<file path="config.mk">
export PLATFORM = sky130hd
export DESIGN_NAME = vc_pop_ctrl
export DESIGN_NICKNAME = d
export VERILOG_FILES = /design/src/rtl/vc_pkg.sv /design/src/rtl/vc_prio_arbiter.sv /design/src/rtl/vc_pop_ctrl.sv
export SDC_FILE = /design/constraint.sdc
export NUM_CORES = 1
export LEC_CHECK = 0
export ABC_AREA = 1
export BUFFER_PORTS_ARGS = -buffer_cell sky130_fd_sc_hd__buf_2
export CORE_MARGIN = 5
export CORE_UTILIZATION = 45
export CTS_CLUSTER_DIAMETER = 80
export DETAILED_ROUTE_END_ITERATION = 10
export GPL_ROUTABILITY_DRIVEN = 0
export PLACE_DENSITY = 0.77
export SETUP_SLACK_MARGIN = 0.4
export SYNTH_ARGS = -nofsm -noshare
export SYNTH_HDL_FRONTEND = slang
export SYNTH_HIERARCHICAL = 1
export SYNTH_SLANG_ARGS = --single-unit
export TNS_END_PERCENT = 20
</file>
<file path="constraint.sdc">
create_clock -name clk -period 1.6 [get_ports clk]
set_clock_uncertainty 0.1 [all_clocks]
set_input_delay 0.08 -clock clk [delete_from_list [all_inputs] [get_ports clk]]
set_output_delay 0.08 -clock clk [all_outputs]
set_load 0.05 [all_outputs]
</file>
<file path="src/rtl/vc_pkg.sv">
// Shared types for the VC drain controller.
// State encoding, destination bit and source select.
package vc_pkg;

  typedef enum logic [1:0] {
    ST_RESET  = 2'd0,
    ST_IDLE   = 2'd1,
    ST_ACTIVE = 2'd2
  } state_t;

  typedef enum logic {
    SRC_VC0 = 1'b0,
    SRC_VC1 = 1'b1
  } src_t;

  localparam int DATA_WIDTH = 6;
  localparam int DEST_BIT   = DATA_WIDTH - 1;

endpackage

</file>
<file path="src/rtl/vc_prio_arbiter.sv">
// Strict-priority picker between the two VC FIFOs.
// VC0 always wins; VC1 only pops while VC0 is empty.
module vc_prio_arbiter
  import vc_pkg::*;
(
  input  logic en,
  input  logic req0,
  input  logic req1,
  output logic gnt0,
  output logic gnt1,
  output src_t src
);

  always_comb begin
    gnt0 = 1'b0;
    gnt1 = 1'b0;
    src  = SRC_VC0;
    unique case (1'b1)
      en & req0: begin
        gnt0 = 1'b1;
        src  = SRC_VC0;
      end
      en & ~req0 & req1: begin
        gnt1 = 1'b1;
        src  = SRC_VC1;
      end
      default: ;
    endcase
  end

endmodule

</file>
<file path="src/rtl/vc_pop_ctrl.sv">
// Drains VC0/VC1 FIFOs and routes each word by its
// destination bit into the D0 or D1 output FIFO.
module vc_pop_ctrl
  import vc_pkg::*;
#(
  parameter int data_width = DATA_WIDTH
) (
  input  logic                  clk,
  input  logic                  reset,
  input  logic                  init,
  input  logic                  vc0_empty,
  input  logic                  vc1_empty,
  input  logic [data_width-1:0] vc0_data,
  input  logic [data_width-1:0] vc1_data,
  input  logic                  d0_almost_full,
  input  logic                  d1_almost_full,
  input  logic                  d0_full,
  input  logic                  d1_full,
  output logic                  vc0_rd_enable,
  output logic                  vc1_rd_enable,
  output logic                  d0_wr_enable,
  output logic                  d1_wr_enable,
  output logic [data_width-1:0] d0_data_out,
  output logic [data_width-1:0] d1_data_out,
  output logic                  idle,
  output logic                  error_out
);

  localparam int dest_bit = data_width - 1;

  state_t                  state;
  state_t                  state_nxt;
  logic                    pop_ok;
  logic                    pend_valid;
  src_t                    pend_src;
  src_t                    pop_src;
  logic [data_width-1:0]   word;
  logic                    to_d1;

  always_ff @(posedge clk or negedge reset) begin
    if (!reset) state <= ST_RESET;
    else        state <= state_nxt;
  end

  always_comb begin
    state_nxt = state;
    if (!init) begin
      state_nxt = ST_RESET;
    end else begin
      unique case (state)
        ST_RESET:  state_nxt = ST_IDLE;
        ST_IDLE: begin
          if (!(vc0_empty && vc1_empty))
            state_nxt = ST_ACTIVE;
        end
        ST_ACTIVE: begin
          if (vc0_empty && vc1_empty &&
              !pend_valid &&
              !d0_wr_enable && !d1_wr_enable)
            state_nxt = ST_IDLE;
        end
        default:   state_nxt = ST_RESET;
      endcase
    end
  end

  // Destination unknown before the read, so both flags gate the pop.
  always_comb begin
    pop_ok = init && (state == ST_ACTIVE) &&
             !d0_almost_full && !d1_almost_full;
  end

  vc_prio_arbiter u_arb (
    .en   (pop_ok),
    .req0 (~vc0_empty),
    .req1 (~vc1_empty),
    .gnt0 (vc0_rd_enable),
    .gnt1 (vc1_rd_enable),
    .src  (pop_src)
  );

  assign word  = (pend_src == SRC_VC1) ? vc1_data : vc0_data;
  assign to_d1 = word[dest_bit];

  always_ff @(posedge clk or negedge reset) begin
    if (!reset) begin
      pend_valid   <= 1'b0;
      pend_src     <= SRC_VC0;
      d0_wr_enable <= 1'b0;
      d1_wr_enable <= 1'b0;
      d0_data_out  <= '0;
      d1_data_out  <= '0;
      idle         <= 1'b0;
    end else begin
      idle <= (state_nxt == ST_IDLE);
      if (!init) begin
        pend_valid   <= 1'b0;
        d0_wr_enable <= 1'b0;
        d1_wr_enable <= 1'b0;
      end else begin
        pend_valid   <= vc0_rd_enable | vc1_rd_enable;
        pend_src     <= pop_src;
        d0_wr_enable <= pend_valid & ~to_d1;
        d1_wr_enable <= pend_valid & to_d1;
        if (pend_valid && !to_d1) d0_data_out <= word;
        if (pend_valid && to_d1)  d1_data_out <= word;
      end
    end
  end

  always_ff @(posedge clk or negedge reset) begin
    if (!reset)
      error_out <= 1'b0;
    else if ((d0_wr_enable && d0_full) ||
             (d1_wr_enable && d1_full))
      error_out <= 1'b1;
  end

endmodule

</file>
==> qor.txt, run 1 <==
Max stage delay cell, worst path -> dfrtp_1
First-pass GRT wire length -> 3.491 mm
Crit-path max FO -> 2
Final setup viols -> 1
# diodes -> 0
Total wire length -> 2.255 mm
Worst IR Drop VDD -> 0.3631 mV
CP Buf/Inv Count -> 2
Hpwl dp -> 1.530 mm
Number of I/O pins -> 39
Mean Syn Cell Area -> 8.121 um2
Final Hold Viols -> 0
Root Driver -> clkbuf_4
Status -> finished, violations left
Worst-margin pin slew -> 0.4325 ns
Clk Latency, worst-skew pair -> 0.30 ns
Core Region -> 1902 um2
Chip Width -> 54.15 um
YS warnings -> 6
Period utilization -> 1.005
CP endpoint kind -> output port
Syn_nets -> 129
Slowest stage delay, CP -> 0.39 ns
Mux contribution to synthesized area -> 0
Critical Path AT -> 1.43 ns
Area delta synth->final -> 52.35%
Synth Area in Simple Gates -> 0.3409
Min Clock Period, post-route -> 1.608 ns
Max-slew violation count -> 0
# Max-Cap Violations -> 0
Startpoint types -> register
H-tree lvl count -> 1
Vias in the first global route -> 841
# DRC -> 0
Delay-heaviest family, CP -> simple AND/OR/NAND/NOR gates
Die height -> 54.15 um
Routed Antenna Nets -> 0
Overflow after GRT -> 0
Cells after synthesis -> 108
Fin nets -> 181
Maximum clock frequency -> 622.0 MHz
Die footprint -> 2932 um2
Largest net degree at the start of global routing -> 21
CTS tree -> done
Critical Path Most Common Cell -> nor2_4
Critical path type -> reg2out
Complex-gate fraction of the synthesized area -> 0.03424
Initial antenna violation count -> 0
Longest Clk Path Bufs -> 2
DR WL/cell -> 12.19 um
Final Core Density -> 0.7026
Worst Hold Class -> in2reg
Initial DRC Count -> 11
Largest family of logic cells by synthesized area -> simple AND/OR/NAND/NOR gates
Setup TNS -> -0.007676 ns
Overall routing resource usage -> 0.1654
Row Count -> 16
DR vias -> 880
Vias per cell -> 4.757
Failing checks -> setup timing
PortBufs -> 38
Clock transition at path regs -> 0.10 ns
TritonRoute pass-1 iters -> 4
Cell Pwr Density -> 720.1 nW/um2
Xor and xnor area share after synthesis -> 0
Netlist Area Pre-Place -> 877.1 um2
Cells along the critical path -> inv_2 > nor2_4 > nand2_2 > nor3_2 > nand2_1 > nor2_4 > buf_8
Worst rel slew slack -> 0.7117
CTS sink count -> 20
Sequential area share after synthesis -> 0.5706
Number of CTS-inserted buffers -> 3
Required time worst endpoint -> 1.42 ns
Synth Area in Adders -> 0
Library cells used by synthesis -> 16
Hold_ws -> 0.03245 ns
Starting Density -> 0.4612
Layout cells sized above 1 -> 0.4937
Yosys reg bits -> 20
RSZ-0062 raised after global routing -> true
Pleak -> 0.7813 nW
Final worst slack -> -0.007676 ns
==> routing by layer <==
metal / routed length, um / up-vias / share of wire / track usage
met5: 0 / - / 0 / 0
met4: 65 / 0 / 0.029 / 0.07054
met3: 115 / 7 / 0.051 / 0.03324
met2: 1221 / 31 / 0.54 / 0.2948
met1: 853 / 409 / 0.38 / 0.1889
li1: - / 433 / - / -
==> worst reg2reg max path: stages, from the launching register on <==
cell,delay [ns]
dfrtp_1,0.39
inv_2,0.06
nor2_4,0.11
nand2_2,0.05
nor3_2,0.13
nand2_1,0.12
nor2_4,0.11
buf_4,0.12
buf_6,0.08
buf_6,0.08
nor2_1,0.04
nor2_1,0.10
==> state kept, by name, summed over array words and instances, names as in the netlist <==
signal	cells
d0_data_out	6
d0_wr_enable	1
idle	1
d1_data_out	6
d1_wr_enable	1
pend_src	1
error_out	1
state	2
pend_valid	1
==> cells in the final DEF, fill, tap and decap left out, types with 3 or more instances in the layout <==
master	count
nor2_4	3
inv_2	3
nand2_2	13
a21oi_1	3
dlygate4sd3_1	4
nor2_1	4
inv_1	4
buf_4	4
buf_2	35
dfrtp_1	19
nand2_1	43
nand2_4	4
clkbuf_4	4
==> stage by stage <==
step           std cells  cell area [um2]  setup slack, ns  power, mW
5_1_grt              185             1336         -0.09177      1.004
3_3_place_gp         172             1104           0.2028     0.7036
4_1_cts              184             1241        -0.004927     0.9467
2_1_floorplan        108            890.9          0.06263     0.6455
3_5_place_dp         172             1104           0.1301     0.7077
6_report             185             1336        -0.007676     0.9622
==> what timing repair did <==
| item | CTS | global route |
|---|---|---|
| gates resized for setup | 14 | 30 |
| endpoints found under the setup margin | 16 | 17 |
| pin swaps | 20 | 21 |
| endpoints found under the hold margin | 26 | 0 |
| hold buffers | 4 | 0 |
| setup buffers | 5 | 1 |
==> final timing paths <==
check / startpoint / end / cells past startpoint / slack (ns)
setup / recovery: state[1]$_DFF_PN0_ / vc1_rd_enable / 7 / -0.008
hold / removal: vc0_data[1] / d0_data_out[1]$_DFFE_PN0P_ / 5 / 0.03
setup reg to reg: state[1]$_DFF_PN0_ / pend_valid$_DFF_PN0_ / 11 / 0.04
hold reg to reg: d1_data_out[5]$_DFFE_PN0P_ / d1_data_out[5]$_DFFE_PN0P_ / 1 / 0.36
max in group asynchronous: reset / pend_src$_DFFE_PN0P_ / 2 / 0.94
min in group asynchronous: reset / d0_data_out[3]$_DFFE_PN0P_ / 2 / 0.14
==> logic make-up (layout without fill, tap and decap cells) <==
family	Yosys count	count (layout)
compound gates	6	6
flops	20	20
simple gates	71	71
buf+inv	11	61
==> power by group <==
group	switching, mW	total, mW	internal [mW]	leakage, nW
clock	0.139	0.226	0.0877	0.0138
combinational	0.130	0.196	0.0663	0.495
sequential	0.0136	0.540	0.526	0.273
total	0.282	0.962	0.680	0.781
==> final cells by class <==
type	instances	area, um2
fillers	159	565.5
multi-input cells	77	415.4
repair buffers	48	305.3
clock buffers	3	22.52
well taps	27	33.78
flip-flops and latches	20	501.7
inverters	10	57.56
==> synth_stat cells (all sizes together) <==
| cell | count | area (um2) |
|---|---|---|
| nor3 | 1 | 5.000 |
| or2 | 1 | 6.260 |
| dfrtp | 20 | 500.5 |
| nand2 | 61 | 246.5 |
| a21oi | 4 | 20.02 |
| o21ai | 2 | 10.01 |
| buf | 1 | 7.510 |
| nor2 | 7 | 36.29 |
| inv | 10 | 40.05 |
| nand3 | 1 | 5.000 |
No activity file was read; power rests on OpenSTA's default activity.
==> run 2, diff against run 1 <==
BUFFER_PORTS_ARGS = -buffer_cell sky130_fd_sc_hd__buf_4   (was -buffer_cell sky130_fd_sc_hd__buf_2)
CELL_PAD_IN_SITES_DETAIL_PLACEMENT = 1   (was default)
CELL_PAD_IN_SITES_GLOBAL_PLACEMENT = 1   (was default)
CORE_ASPECT_RATIO = 0.6   (was default)
CORE_UTILIZATION = 31   (was 45)
PLACE_DENSITY = 0.75   (was 0.77)
SKIP_LAST_GASP = 1   (was default)
==> run 2 against run 1 <==
- the flow now finishes without violations
- die area increased by 37%
- cell count grew 2.2%
- first-iteration DRC count rose to 3.0 times the previous value
- utilization fell by 19 points
- total power grew 17%
- clock-buffer cell count increased by 1
- flip-flop and latch count unchanged
- critical path depth unchanged
- largest cell class unchanged
- critical endpoint unchanged
- critical path type unchanged
- worst setup slack improved by 0.029 ns
- sequential share of layout area is 0.41 points lower
==> qor.txt, run 2 (same netlist as run 1, synthesis figures left out) <==
Root Driver -> clkbuf_8
Cells along the critical path -> inv_1 > nor2_2 > nand2_1 > nor3_2 > nand2_1 > nor2_4 > buf_8
H-tree lvl count -> 1 (unchanged)
Largest net degree at the start of global routing -> 21 (unchanged)
Final Core Density -> 0.5163 (-0.1863)
Worst Hold Class -> in2reg
Layout cells sized above 1 -> 0.3631 (-0.1306)
Final Hold Viols -> 0 (unchanged)
Critical Path AT -> 1.40 ns (-0.03 ns)
Vias in the first global route -> 916 (+8.9%)
Critical path depth -> 7 (unchanged)
Overall routing resource usage -> 0.1370 (-0.02838)
Total wire length -> 2.573 mm (+14%)
Period utilization -> 0.9864 (-0.01839)
Pleak -> 0.7845 nW (+0.40%)
Reg2Reg Depth -> 10 (-1)
Startpoint types -> register
DR vias -> 852 (-3.2%)
Hold_ws -> 0.02795 ns (-0.004506 ns)
Design Power -> 1.127 mW (+17%)
# diodes -> 0 (unchanged)
Routed Antenna Nets -> 0 (unchanged)
Fillcell total -> 319 (+100%)
Die footprint -> 4028 um2 (+37%)
# DRC -> 0 (unchanged)
Area delta synth->final -> 53.64%
Critical Path Most Common Cell -> nand2_1
R2r setup slk -> 0.08 ns (+0.04 ns)
Starting Density -> 0.3360 (-0.1251)
Overflow after GRT -> 0 (unchanged)
Worst r2r dst -> pend_valid$_DFF_PN0_
Row Count -> 14 (-2)
Longest Clk Path Bufs -> 2 (unchanged)
DR WL/cell -> 13.61 um (+12%)
Max-slew violation count -> 0 (unchanged)
Area of the multi-input gates -> 341.6 um2 (-18%)
Hold_sp -> init
Clk Latency, worst-skew pair -> 0.25 ns (-0.05 ns)
Initial antenna violation count -> 0 (unchanged)
R2R Path Start -> state[1]$_DFF_PN0_
Chip Width -> 78.67 um (+45%)
CTS tree -> done
Delay-heaviest family, CP -> simple AND/OR/NAND/NOR gates
PortBufs -> 38 (unchanged)
CP endpoint kind -> output port
Status -> finished clean
Hpwl dp -> 2.041 mm (+33%)
Clock transition at path regs -> 0.07 ns (-0.03 ns)
Hold worst-path end -> state[0]$_DFF_PN0_
TritonRoute pass-1 iters -> 4 (unchanged)
Vias per cell -> 4.508 (-5.2%)
Number of I/O pins -> 39 (unchanged)
Commonest cells after routing, fill and taps aside -> nand2_1 (58), buf_4 (40), dfrtp_1 (20), inv_1 (6)
Core Region -> 2610 um2 (+37%)
Crit-path max FO -> 2 (unchanged)
Fin nets -> 179 (-1.1%)
Worst rel slew slack -> 0.8274 (+0.1157)
Largest registers -> d0_data_out (6), d1_data_out (6), state (2)
Final setup viols -> 0 (-1)
Max stage delay cell, worst path -> dfrtp_1
DP Cell Count -> 177 (+2.9%)
Min Clock Period, post-route -> 1.578 ns (-0.02942 ns)
Non-Filler Instances -> 189 (+2.2%)
WHS Path Cells -> 3 (-2)
Required time worst endpoint -> 1.42 ns (about the same)
Cell Pwr Density -> 836.4 nW/um2 (+16%)
Die height -> 51.20 um (-5.4%)
Worst IR Drop VDD -> 0.2288 mV (-37%)
Worst-margin pin slew -> 0.2589 ns (-0.1736 ns)
First-pass GRT wire length -> 4.319 mm (+24%)
Sequential Area -> 500.5 um2 (-0.25%)
Initial DRC Count -> 33 (+22)
Maximum clock frequency -> 633.6 MHz (+1.9%)
Most common library cell in the layout ignoring fill and taps -> nand2_1
CTS sink count -> 20 (unchanged)
Number of CTS-inserted buffers -> 3 (unchanged)
CP Buf/Inv Count -> 2 (unchanged)
RSZ-0062 raised after global routing -> true
# Max-Cap Violations -> 0 (unchanged)
Slowest stage delay, CP -> 0.36 ns (-0.03 ns)
Critical path type -> reg2out
run 2: changes by cell type in the layout (fill, tap and decap cells not counted), sizes merged:
cell / delta
clkinv: -2
inv: +2
buf: -1
run 2: cell type report:
cell class | count | share of cell area
multi-input cells | 77 | 0.2535
repair buffers | 46 | 0.2748
flip-flops and latches | 20 | 0.3714
inverters | 10 | 0.02971
well taps | 32 | 0.02971
clock buffers | 4 | 0.04085
run 2: worst max path at each step:
stage / startpoint / to / slack [ns]
CTS: state[0]$_DFF_PN0_ / vc1_rd_enable / 0.03
finish: state[1]$_DFF_PN0_ / vc1_rd_enable / 0.02
detailed placement: state[1]$_DFF_PN0_ / vc1_rd_enable / 0.18
global placement: state[1]$_DFF_PN0_ / vc1_rd_enable / 0.24
global route: state[0]$_DFF_PN0_ / vc1_rd_enable / -0.07
floorplan: state[1]$_DFF_PN0_ / pend_src$_DFFE_PN0P_ / 0.06
run 2: per-layer routing:
metal | global-route usage | part of all wire | vias to the layer above | routed length [um]
li1 | - | - | 421 | -
met1 | 0.1831 | 0.46 | 397 | 1179
met2 | 0.2141 | 0.46 | 34 | 1186
met3 | 0.04035 | 0.080 | 0 | 207
met4 | 0.04651 | 0 | 0 | 0
met5 | 0 | 0 | - | 0
run 2: power breakdown:
group / total (mW) / internal (mW) / switching [mW] / leakage [nW]
registers: 0.539 / 0.527 / 0.0120 / 0.275
logic: 0.206 / 0.0819 / 0.125 / 0.481
clock network: 0.382 / 0.219 / 0.163 / 0.0288
run 2: worst register-to-register path: stages (launching register included):
cell	delay (ns)
dfrtp_1	0.36
inv_1	0.07
nor2_2	0.10
nand2_1	0.07
nor3_2	0.14
nand2_1	0.12
nor2_4	0.12
buf_4	0.12
buf_4	0.10
nor2_1	0.04
nor2_1	0.10
run 2: what timing repair did:
| item | 4_1_cts | 5_1_grt |
|---|---|---|
| resized for setup | 6 | 0 |
| pin swaps | 3 | 0 |
| setup endpoints to repair | 16 | 18 |
| hold buffers | 4 | 0 |
| hold endpoints to repair | 23 | 0 |
| setup buffers | 3 | 1 |
run 2: per-stage QoR:
| stage | setup WS, ns | TNS (ns) | area (um2) |
|---|---|---|---|
| after floorplan | 0.06263 | 0 | 890.9 |
| after global placement | 0.2387 | 0 | 1205 |
| after detailed placement | 0.1811 | 0 | 1205 |
| after CTS | 0.02683 | 0 | 1340 |
| after global routing | -0.07129 | -0.1122 | 1348 |
| final | 0.02175 | 0 | 1348 |
